File: config.mk
export PLATFORM = sky130hd
export DESIGN_NAME = bsg_downstream_rx
export DESIGN_NICKNAME = d
export VERILOG_FILES = /design/src/rtl/bsg_downstream_rx.sv
export SDC_FILE = /design/constraint.sdc
export NUM_CORES = 1
export LEC_CHECK = 0
export ABC_CLOCK_PERIOD_IN_PS = 4600
export CORE_ASPECT_RATIO = 1.25
export CORE_MARGIN = 5
export CORE_UTILIZATION = 25
export DETAILED_ROUTE_END_ITERATION = 10
export HOLD_SLACK_MARGIN = 0.1
export PLACE_DENSITY = 0.48
export SETUP_SLACK_MARGIN = 0.1
export SYNTH_ARGS = -nofsm -noshare
export SYNTH_HDL_FRONTEND = slang
export SYNTH_SLANG_ARGS = --single-unit
File: constraint.sdc
create_clock -name clk -period 4.6 [get_ports clk]
set_input_delay 1.15 -clock clk [delete_from_list [all_inputs] [get_ports clk]]
set_output_delay 1.15 -clock clk [all_outputs]
set_load 0.01 [all_outputs]
File: src/rtl/bsg_downstream_rx.sv
`default_nettype none
// ============================================================================
// Module   : bsg_downstream_rx
// Brief    : Link receive end: deserialises two-channel phases into bytes,
//            buffers them for the core and returns credit tokens upstream.
// Revision : 1.0 - initial release
// ============================================================================
module bsg_downstream_rx #(
    parameter int FIFO_DEPTH  = 4,
    parameter int TOKEN_BYTES = 2
) (
    input  logic                          clk,
    input  logic                          rst,
    input  logic                          io_valid_in,
    input  logic                          io_data_in_ch0,
    input  logic                          io_data_in_ch1,
    output logic                          io_token_out,
    output logic [7:0]                    core_data_out,
    output logic                          core_valid_out,
    input  logic                          core_yumi_in,
    output logic [$clog2(FIFO_DEPTH):0]   fifo_count,
    output logic                          overflow_err,
    output logic                          framing_err
);

    localparam int PTR_W = $clog2(FIFO_DEPTH);
    localparam int CNT_W = PTR_W + 1;
    localparam int CRD_W = $clog2(TOKEN_BYTES) + 1;

    localparam logic [CNT_W-1:0] c_depth       = CNT_W'(FIFO_DEPTH);
    localparam logic [CNT_W-1:0] c_cnt_one     = CNT_W'(1);
    localparam logic [PTR_W-1:0] c_ptr_one     = PTR_W'(1);
    localparam logic [CRD_W-1:0] c_crd_one     = CRD_W'(1);
    localparam logic [CRD_W-1:0] c_credit_last = CRD_W'(TOKEN_BYTES - 1);

    typedef enum logic [1:0] {
        ST_IDLE = 2'd0,
        ST_P    = 2'd1,
        ST_N    = 2'd2
    } state_t;

    state_t           r_state;
    state_t           w_state_next;
    logic             w_p_phase;
    logic             w_n_phase;

    logic             r_bit0;
    logic             r_bit2;
    logic             r_nib_hi;
    logic [3:0]       r_low_nib;
    logic [3:0]       w_nibble;

    logic [7:0]       r_mem [FIFO_DEPTH];
    logic [PTR_W-1:0] r_wr_ptr;
    logic [PTR_W-1:0] r_rd_ptr;
    logic [CNT_W-1:0] r_count;
    logic             w_byte_wr;
    logic             w_wr_ok;
    logic             w_pop;

    logic [CRD_W-1:0] r_credit;
    logic             r_token;
    logic             r_overflow;
    logic             r_framing;

    always_ff @(posedge clk) begin
        if (rst) begin
            r_state <= ST_IDLE;
        end else begin
            r_state <= w_state_next;
        end
    end

    // The slot after a p-phase is always the n-phase; a valid seen there is a
    // framing fault, never the start of a new nibble, so ST_P just waits again.
    always_comb begin
        w_p_phase    = 1'b0;
        w_n_phase    = 1'b0;
        w_state_next = ST_IDLE;
        case (r_state)
            ST_N: begin
                w_n_phase = 1'b1;
                if (io_valid_in) begin
                    w_state_next = ST_P;
                end
            end
            default: begin
                if (io_valid_in) begin
                    w_p_phase    = 1'b1;
                    w_state_next = ST_N;
                end
            end
        endcase
    end

    assign w_nibble  = {io_data_in_ch1, r_bit2, io_data_in_ch0, r_bit0};
    assign w_byte_wr = w_n_phase && r_nib_hi;
    assign w_pop     = core_yumi_in && (r_count != '0);
    assign w_wr_ok   = w_byte_wr && ((r_count < c_depth) || w_pop);

    always_ff @(posedge clk) begin
        if (rst) begin
            r_bit0     <= 1'b0;
            r_bit2     <= 1'b0;
            r_nib_hi   <= 1'b0;
            r_low_nib  <= 4'h0;
            r_wr_ptr   <= '0;
            r_rd_ptr   <= '0;
            r_count    <= '0;
            r_credit   <= '0;
            r_token    <= 1'b0;
            r_overflow <= 1'b0;
            r_framing  <= 1'b0;
            for (int i = 0; i < FIFO_DEPTH; i++) begin
                r_mem[i] <= 8'h00;
            end
        end else begin
            r_token <= 1'b0;
            if (w_p_phase) begin
                r_bit0 <= io_data_in_ch0;
                r_bit2 <= io_data_in_ch1;
            end
            if (w_n_phase) begin
                r_nib_hi <= ~r_nib_hi;
                if (!r_nib_hi) begin
                    r_low_nib <= w_nibble;
                end
                if (io_valid_in) begin
                    r_framing <= 1'b1;
                end
            end
            if (w_byte_wr && !w_wr_ok) begin
                r_overflow <= 1'b1;
            end
            if (w_wr_ok) begin
                r_mem[r_wr_ptr] <= {w_nibble, r_low_nib};
                r_wr_ptr        <= r_wr_ptr + c_ptr_one;
            end
            if (w_pop) begin
                r_rd_ptr <= r_rd_ptr + c_ptr_one;
                if (r_credit == c_credit_last) begin
                    r_credit <= '0;
                    r_token  <= 1'b1;
                end else begin
                    r_credit <= r_credit + c_crd_one;
                end
            end
            if (w_wr_ok && !w_pop) begin
                r_count <= r_count + c_cnt_one;
            end else if (!w_wr_ok && w_pop) begin
                r_count <= r_count - c_cnt_one;
            end
        end
    end

    assign io_token_out   = r_token;
    assign core_data_out  = r_mem[r_rd_ptr];
    assign core_valid_out = (r_count != '0);
    assign fifo_count     = r_count;
    assign overflow_err   = r_overflow;
    assign framing_err    = r_framing;

endmodule
`default_nettype wire

==> out/metrics.csv, run 1 <==
metric,value,unit
critical-path maximum fanout,6,
max_cap viols,0,
fillers,927,
WL per Instance,14.68,um
setup bufs post-CTS,0,
Synth top area share,0.4107,
Post-Syn Area,2340,um2
Peak VDD IR,0.2033,mV
Setup crit end kind,register,
die extent in x,96.53,um
num ports,21,
FF+latch area,1421,um2
clk_skew,0.005952,ns
WS Path Type,input port to register,
clk sink count,55,
Area contributors post-synth,"edfxtp_1, dfxtp_1, mux4_2",
initial antenna violation count,0,
final net count,207,
CP max stage cell,clkdlybuf4s50_1,
row count,39,
CP Cell Sequence,clkdlybuf4s50_1 > and2b_1 > nor3_2 > ha_1 > inv_1 > fa_1 > xor2_1 > or3_1 > a21oi_1,
Mapped Cells,177,
cts repair resizes,0,
CP required,4.81,ns
via count,1392,
Syn Area/Cell,13.22,um2
syn_nets,185,
GP Congestion,0.7150,
DRC violation count after routing,0,
final cycle utilization of the critical path,0.7480,
CTS H-Tree Depth,2,
"Seq/Total Area, Yosys",0.6075,
Tmin final,3.441,ns
# setup viols final,0,
ys async rst share,0,
Critical Path Start Type,input port,
top post-synthesis cells by count,"edfxtp_1, and2_1, dfxtp_1, nor2_1, and3_1",
CTS tree,yes,
IO buf count,20,
cts bufs inserted,5,
Pleak,1.012,nW
setup TNS,0,ns
Ys Warns,0,
top-count cell post-synth,edfxtp_1,
largest net degree at the start of global routing,19,
vias in the first global route,1435,
Worst Path Buf+Inv,2,
Multi-input gate area,867.1,um2
final design utilization,0.3080,
PwrDens,424.9,nW/um2
global-route wire length before repair,7824,um
Area Growth Syn to Fin,20.11,%
drt via density,4.310,
Slew HR,0.4511,
Initial Util,0.2564,
Die ar.,11410,um2
Placeable Area,9125,um2
largest area contributor in the netlist,edfxtp_1,
Yosys cell types,38,
clk buf depth,2,
fin. max-slew vios,0,
critical path depth,9,
Critical Path Max Stage Delay,0.52,ns
RSZ-0062 raised after global routing,no,
fmax,290.6,MHz
"flops & latches, synth",55,
"CP delay by family, top",simple AND/OR/NAND/NOR gates,
TritonRoute pass-1 iters,4,
WHS Path Cells,1,
"Top FF cell, synth",edfxtp_1,
GR Overflow Total,0,
Worst Reg2Reg Path Length in Cells,8,
clk_lat worst skew,0.29,ns
Overall Global Routing Usage,0.09117,
die height,118.2,um
fraction of layout cells with a size suffix above 1,0.1150,
"CTS clk-pin slew, worst paths",0.06,ns
CP arrival,3.65,ns
post-route ant nets,0,
clock root cell,clkbuf_16,
Slew @ Worst Pin,0.8172,ns
Hold Path Class,register to register,
Post-synth EDFFs,32,
Total Routed Length,4741,um
post-detail-place hpwl,3240,um
status,"finished, final reports clean",
initial drt markers,60,
Hold Fails Final Rpt,0,
"Hold-fix buffers, CTS",0,
Ant. Diodes,0,
[area by class of cell]
class                           instances  area share
Inverter                                5    0.006679
Clock buffer                            6     0.04586
Multi-Input combinational cell        111      0.3085
Timing Repair Buffer                   21     0.07391
Sequential cell                        55      0.5058
Clock inverter                          2    0.004452
Tap cell                              123     0.05476
[stage by stage]
step,instance area (um2),cells,worst slack (ns),total power [mW],hold slack (ns)
2_1_floorplan,2340,177,1.621,0.7348,0.3907
3_3_place_gp,2669,315,0.9397,0.8419,0.4016
3_5_place_dp,2669,315,0.8553,0.8441,0.4078
4_1_cts,2810,323,1.156,1.213,0.4120
5_1_grt,2810,323,0.9808,1.258,0.4437
6_report,2810,323,1.159,1.194,0.4084
[power by group]
| group | switching [mW] | internal, mW |
|---|---|---|
| sequential | 0.0473 | 0.554 |
| clock | 0.164 | 0.201 |
| combinational | 0.104 | 0.124 |
| total | 0.315 | 0.879 |
[worst register-to-register path, stage by stage (launching register included)]
cell	delay [ns]
dfxtp_1	0.32
nand2b_1	0.41
nor3_2	0.48
ha_1	0.27
inv_1	0.06
fa_1	0.37
xor2_1	0.16
or3_1	0.31
a21oi_1	0.13
[state kept, by name, indices dropped and copies added, names as in the netlist, 2 cells and up, named ones only]
signal,flops
fifo_count,3
r_credit,2
r_low_nib,4
r_mem,32
r_rd_ptr,2
r_state,2
r_wr_ptr,2
[worst paths after layout]
kind | start | endpoint | slack, ns
worst max-delay path | core_yumi_in | fifo_count[2] | 1.16
worst min-delay path | r_credit[1] | io_token_out | 0.41
worst max register to register | r_state[0] | fifo_count[2] | 2.01
worst min register to register | r_credit[1] | io_token_out | 0.41
[layer usage]
metal | wire (um) | global-route usage | share of wire
met1 | 2228 | 0.1234 | 0.47
met2 | 2306 | 0.1455 | 0.49
met3 | 151 | 0.02160 | 0.032
met4 | 55 | 0.02368 | 0.012
met5 | 0 | 0 | 0
[cell families (layout without fill, tap and decap cells)]
kind of cell,count (synthesis),in the layout,synth area share
DFF,55,55,0.6075
and+or+nand+nor,69,69,0.1840
xor gates and xnor gates,5,5,0.01872
AOI/OAI and AO/OA,26,26,0.07273
buffers and inverters,11,34,0.02192
muxes,9,9,0.08128
adders and majority gates,2,2,0.01390
[layout by cell type (no fill, tap or decap), types with 2 or more instances in the layout]
cell type,n
edfxtp_1,32
nor4_4,3
and3_1,9
a21oi_1,8
inv_1,4
dfxtp_1,23
nor2_1,13
mux4_2,8
clkbuf_16,5
nand2_1,7
a31o_2,2
xor2_1,5
nand3_1,3
a21o_1,2
clkdlybuf4s50_1,20
or3_1,3
o21ai_0,7
and2_1,24
Note: power is estimated with default switching activity, not from simulation.
==> inputs of run 2 (changes only) <==
--- a/config.mk
+++ b/config.mk
@@ -5,13 +5,13 @@
 export SDC_FILE = /design/constraint.sdc
 export NUM_CORES = 1
 export LEC_CHECK = 0
-export ABC_CLOCK_PERIOD_IN_PS = 4600
+export ABC_CLOCK_PERIOD_IN_PS = 2800
 export CORE_ASPECT_RATIO = 1.25
 export CORE_MARGIN = 5
 export CORE_UTILIZATION = 25
 export DETAILED_ROUTE_END_ITERATION = 10
 export HOLD_SLACK_MARGIN = 0.1
-export PLACE_DENSITY = 0.48
+export PLACE_DENSITY = 0.5
 export SETUP_SLACK_MARGIN = 0.1
 export SYNTH_ARGS = -nofsm -noshare
 export SYNTH_HDL_FRONTEND = slang
==> constraint.sdc (replaced) <==
create_clock -name clk -period 2.8 [get_ports clk]
set_input_delay 0.7 -clock clk [delete_from_list [all_inputs] [get_ports clk]]
set_output_delay 0.7 -clock clk [all_outputs]
set_load 0.01 [all_outputs]
==> run 2 against run 1 <==
  * Setup slack got worse by 0.92 ns
  * Sequential share of layout area down 1.6 points
  * Largest cell class unchanged
  * Utilization grew 1.0 points
==> out/metrics.csv, run 2 (synthesis gave the netlist of run 1 again) <==
metric,value,unit
status,"finished, final reports clean",
Peak VDD IR,0.3959,mV
row count,39,
post-route ant nets,0,
TritonRoute pass-1 iters,4,
hold endpoint,io_token_out,
"commonest non-fill, non-tap cell in the layout",edfxtp_1,
global-route wire length before repair,8128,um
Crit Reg-Reg Endpoint,fifo_count[2],
final design utilization,0.3181,
fillers,910,
pre-CTS setup slack,-0.05319,ns
fmax,390.2,MHz
num ports,21,
origin of the worst min-delay path,r_credit[1],
fin. max-slew vios,0,
"commonest cells after routing, fill and taps aside","edfxtp_1, and2_1, dfxtp_1",
vias in the first global route,1587,
largest reg by FF count,r_mem,
Hold Fails Final Rpt,0,
Slew @ Worst Pin,0.6513,ns
via count,1426,
critical-path maximum fanout,2,
cts repair resizes,0,
met3 WL,140,um
Area Growth Syn to Fin,24.06,%
"CTS clk-pin slew, worst paths",0.07,ns
RSZ-0062 raised after global routing,no,
drt via density,4.269,
Final Power,1.998,mW
initial antenna violation count,0,
Tmin final,2.563,ns
GP Congestion,0.7100,
wire length on met1,2173,um
Initial Util,0.2564,
GR Overflow Total,0,
Placeable Area,9125,um2
IO buf count,20,
die extent in x,96.53,um
clk sink count,55,
final net count,218,
CTS tree,yes,
WHS Path Cells,1,
Largest register FFs,32,
fraction of layout cells with a size suffix above 1,0.1659,
largest net degree at the start of global routing,17,
WL per Instance,14.04,um
Worst Path Buf+Inv,2,
met2 WL,2356,um
Hold WS,0.4117,ns
R2R setup slack,0.57,ns
Ant. Diodes,0,
clk_lat worst skew,0.28,ns
Final Worst Setup Slack,0.2374,ns
PwrDens,688.2,nW/um2
Die ar.,11410,um2
CP Cell Sequence,clkdlybuf4s50_1 > and2b_1 > nor3_2 > ha_1 > inv_1 > fa_1 > xor2_1 > or3_1 > a21oi_1,
Top Layer Used,met4,
CP max stage cell,clkdlybuf4s50_1,
die height,118.2,um
clk_skew,0.006075,ns
CP required,3.02,ns
final cycle utilization of the critical path,0.9152,
Overall Global Routing Usage,0.09284,
max_cap viols,0,
Critical Path Max Stage Delay,0.47,ns
# setup viols final,0,
setup bufs post-CTS,0,
CTS H-Tree Depth,2,
Total Routed Length,4689,um
Pleak,1.074,nW
Hold Path Class,register to register,
"Hold-fix buffers, CTS",0,
clock root cell,clkbuf_16,
WS Path Type,input port to register,
Setup crit end kind,register,
CP arrival,2.79,ns
Critical Path Start Type,input port,
initial drt markers,37,
FF-to-FF Start,r_nib_hi,
Worst Reg2Reg Path Length in Cells,8,
cts bufs inserted,5,
Slew HR,0.5649,
"CP delay by family, top",simple AND/OR/NAND/NOR gates,
DRC violation count after routing,0,
post-detail-place hpwl,3387,um
clk buf depth,2,
==> run 2: area by class of cell <==
class,count,area [um2],area share
flip-flops and latches,55,1421,0.4897
multi-input cells,111,867.1,0.2987
repair buffers,32,290.3,0.1000
well taps,123,153.9,0.05302
clock buffers,7,142.6,0.04914
inverters,5,18.77,0.006466
clock inverters,1,8.758,0.003017
==> run 2: where the power goes <==
| part | internal [mW] | switching [mW] |
|---|---|---|
| logic | 0.218 | 0.186 |
| registers | 0.909 | 0.0571 |
| clock network | 0.358 | 0.268 |
==> run 2: worst reg2reg max path: cells and delay by family, from the launching register on <==
family | cells | cell delay [ns]
adders and majority gates | 2 | 0.59
and+or+nand+nor | 2 | 0.57
DFF | 1 | 0.50
buffers and inverters | 2 | 0.23
xor gates and xnor gates | 1 | 0.16
AOI/OAI and AO/OA | 1 | 0.14
==> run 2: how the worst max path moves through the flow <==
stage	end	slack, ns	cells past startpoint	from
final	fifo_count[2]	0.24	9	core_yumi_in
after global routing	fifo_count[2]	0.12	9	core_yumi_in
after CTS	core_data_out[4]	0.22	3	register
after detailed placement	fifo_count[2]	-0.05	9	core_yumi_in
after global placement	fifo_count[2]	0.03	9	core_yumi_in
after floorplan	fifo_count[2]	0.27	8	core_yumi_in
==> run 2: stage by stage <==
stage / cell area, um2 / setup TNS, ns / std cells
3_3_place_gp: 2751 / 0 / 326
2_1_floorplan: 2340 / 0 / 177
4_1_cts: 2903 / 0 / 334
3_5_place_dp: 2751 / -0.05319 / 326
6_report: 2903 / 0 / 334
5_1_grt: 2903 / 0 / 334
==> run 2: routing by layer <==
layer | up-vias | global-route usage
met3 | 2 | 0.02478
met4 | 0 | 0.01842
met1 | 685 | 0.1186
met5 | - | 0
li1 | 716 | -
met2 | 23 | 0.1567
==> inputs of run 3 (changes only) <==
--- a/config.mk
+++ b/config.mk
@@ -5,14 +5,15 @@
 export SDC_FILE = /design/constraint.sdc
 export NUM_CORES = 1
 export LEC_CHECK = 0
-export ABC_CLOCK_PERIOD_IN_PS = 2800
+export ABC_CLOCK_PERIOD_IN_PS = 2600
 export CORE_ASPECT_RATIO = 1.25
 export CORE_MARGIN = 5
 export CORE_UTILIZATION = 25
 export DETAILED_ROUTE_END_ITERATION = 10
 export HOLD_SLACK_MARGIN = 0.1
-export PLACE_DENSITY = 0.5
+export PLACE_DENSITY = 0.48
 export SETUP_SLACK_MARGIN = 0.1
+export SKIP_LAST_GASP = 1
 export SYNTH_ARGS = -nofsm -noshare
 export SYNTH_HDL_FRONTEND = slang
 export SYNTH_SLANG_ARGS = --single-unit
==> constraint.sdc (replaced) <==
create_clock -name clk -period 2.6 [get_ports clk]
set_input_delay 0.65 -clock clk [delete_from_list [all_inputs] [get_ports clk]]
set_output_delay 0.65 -clock clk [all_outputs]
set_load 0.01 [all_outputs]
==> run 3 against run 2 <==
  * Via count grew 2.2%
  * Total power increased by 7.7%
  * Global-route usage is 0.26 points higher
==> out/metrics.csv, run 3 (synthesis gave the netlist of run 1 again) <==
metric,value,unit
status,"finished, final reports clean",
setup TNS,0,ns
"commonest non-fill, non-tap cell in the layout",edfxtp_1,
critical-path maximum fanout,8,
Critical Path Start Type,register,
Multi-input gate area,875.8,um2
clk_skew,0.003973,ns
Largest register FFs,32,
Hold Fails Final Rpt,0,
clock root cell,clkbuf_16,
fraction of layout cells with a size suffix above 1,0.1907,
final std cells w/o fill,338,
Slew @ Worst Pin,0.6791,ns
max_cap viols,0,
clk sink count,55,
Inst Count DP,329,
largest reg by FF count,r_mem,
Placeable Area,9125,um2
GR Overflow Total,0,
Setup crit end kind,output port,
DRC violation count after routing,0,
Pint,1.587,mW
die height,118.2,um
Die ar.,11410,um2
FF-to-FF Start,r_nib_hi,
Overall Global Routing Usage,0.09541,
R2R setup slack,0.37,ns
Area Growth Syn to Fin,26.15,%
part of the power in registers,0.485,
CP required,1.95,ns
die extent in x,96.53,um
fin. max-slew vios,0,
clk_lat worst skew,0.29,ns
Slew HR,0.5463,
GP Congestion,0.7438,
CP arrival,1.77,ns
global-route wire length before repair,8176,um
vias in the first global route,1541,
RSZ-0062 raised after global routing,no,
Tmin final,2.423,ns
"CTS clk-pin slew, worst paths",0.07,ns
TritonRoute pass-1 iters,4,
Total Routed Length,5013,um
power share of the combinational group,0.215,
P_sw,564.2,uW
drt via density,4.311,
Peak VDD IR,0.3417,mV
fillers,926,
IO buf count,20,
origin of the worst min-delay path,r_credit[1],
Sw Share,0.2623,
Pleak,1.148,nW
row count,39,
WL per Instance,14.83,um
Initial Util,0.2564,
Clock power frac,0.300,
PwrDens,728.8,nW/um2
Final Power,2.151,mW
"commonest cells after routing, fill and taps aside","edfxtp_1, and2_1, dfxtp_1",
fmax,412.6,MHz
cts bufs inserted,5,
post-detail-place hpwl,3361,um
clk buf depth,2,
initial drt markers,65,
initial antenna violation count,0,
CTS H-Tree Depth,2,
post-route ant nets,0,
final net count,222,
CTS tree,yes,
Hold Path Class,register to register,
Hold WS,0.4195,ns
final cycle utilization of the critical path,0.9321,
WS Path Type,register to output port,
FF+latch area,1421,um2
num ports,21,
largest net degree at the start of global routing,17,
# setup viols final,0,
Ant. Diodes,0,
via count,1457,
-- run 3: cell types whose count changed in the layout (fill, tap and decap cells not counted) --
cell             previous run  this run
buf_4                      12        15
clkbuf_8                    1         0
clkinv_1                    0         1
dlymetal6s2s_1              0         5
fa_2                        0         1
ha_1                        1         0
fa_1                        1         0
ha_2                        0         1
clkdlybuf4s50_1            20        15
a21oi_2                     0         1
a21oi_1                     8         7
buf_8                       0         1
-- run 3: power groups by stage --
stage	clock network, mW	logic [mW]	registers (mW)
final	0.645	0.462	1.04
after global routing	0.702	0.504	1.06
after CTS	0.675	0.464	1.04
after detailed placement	0	0.459	1.06
after global placement	0	0.455	1.06
after floorplan	0	0.250	1.05
-- run 3: what timing repair did --
action	in CTS	in global routing
gates resized for setup	1	9
setup endpoints to repair	3	5
buffers inserted	0	1
hold buffers	0	0
gates cloned	0	0
pin swaps	0	3
-- run 3: worst max-delay path, cell delays in order, from the launching register on --
cell             delay [ns]
dfxtp_1                0.34
buf_8                  0.16
mux4_2                 0.50
clkdlybuf4s50_1        0.49
-- run 3: area by class of cell --
class | instances | area share
repair buffers | 36 | 0.1153
multi-input cells | 111 | 0.2967
inverters | 5 | 0.006359
clock inverters | 2 | 0.004239
clock buffers | 6 | 0.04366
well taps | 123 | 0.05214
flip-flops and latches | 55 | 0.4816
-- run 3: metal layers --
metal  wire length (um)  vias up  GRT usage
met1               2276      702     0.1189
met5                  0        -          0
met3                220        9    0.02541
li1                   -      719          -
met4                 86        0    0.03772
met2               2430       27     0.1550
-- run 3: final timing paths --
kind                      end  cells past startpoint
min reg2reg      io_token_out                      1
max          core_data_out[2]                      3
min              io_token_out                      1
max reg2reg     fifo_count[2]                      8
-- run 3: stage by stage --
| step | worst slack, ns | util | cell area [um2] |
|---|---|---|---|
| after global routing | 0.1067 | 0.3235 | 2952 |
| after floorplan | 0.1211 | - | 2340 |
| after global placement | -0.1313 | 0.3040 | 2774 |
| after detailed placement | -0.1864 | 0.3040 | 2774 |
| after CTS | 0.1151 | 0.3199 | 2919 |
| final | 0.1765 | 0.3235 | 2952 |
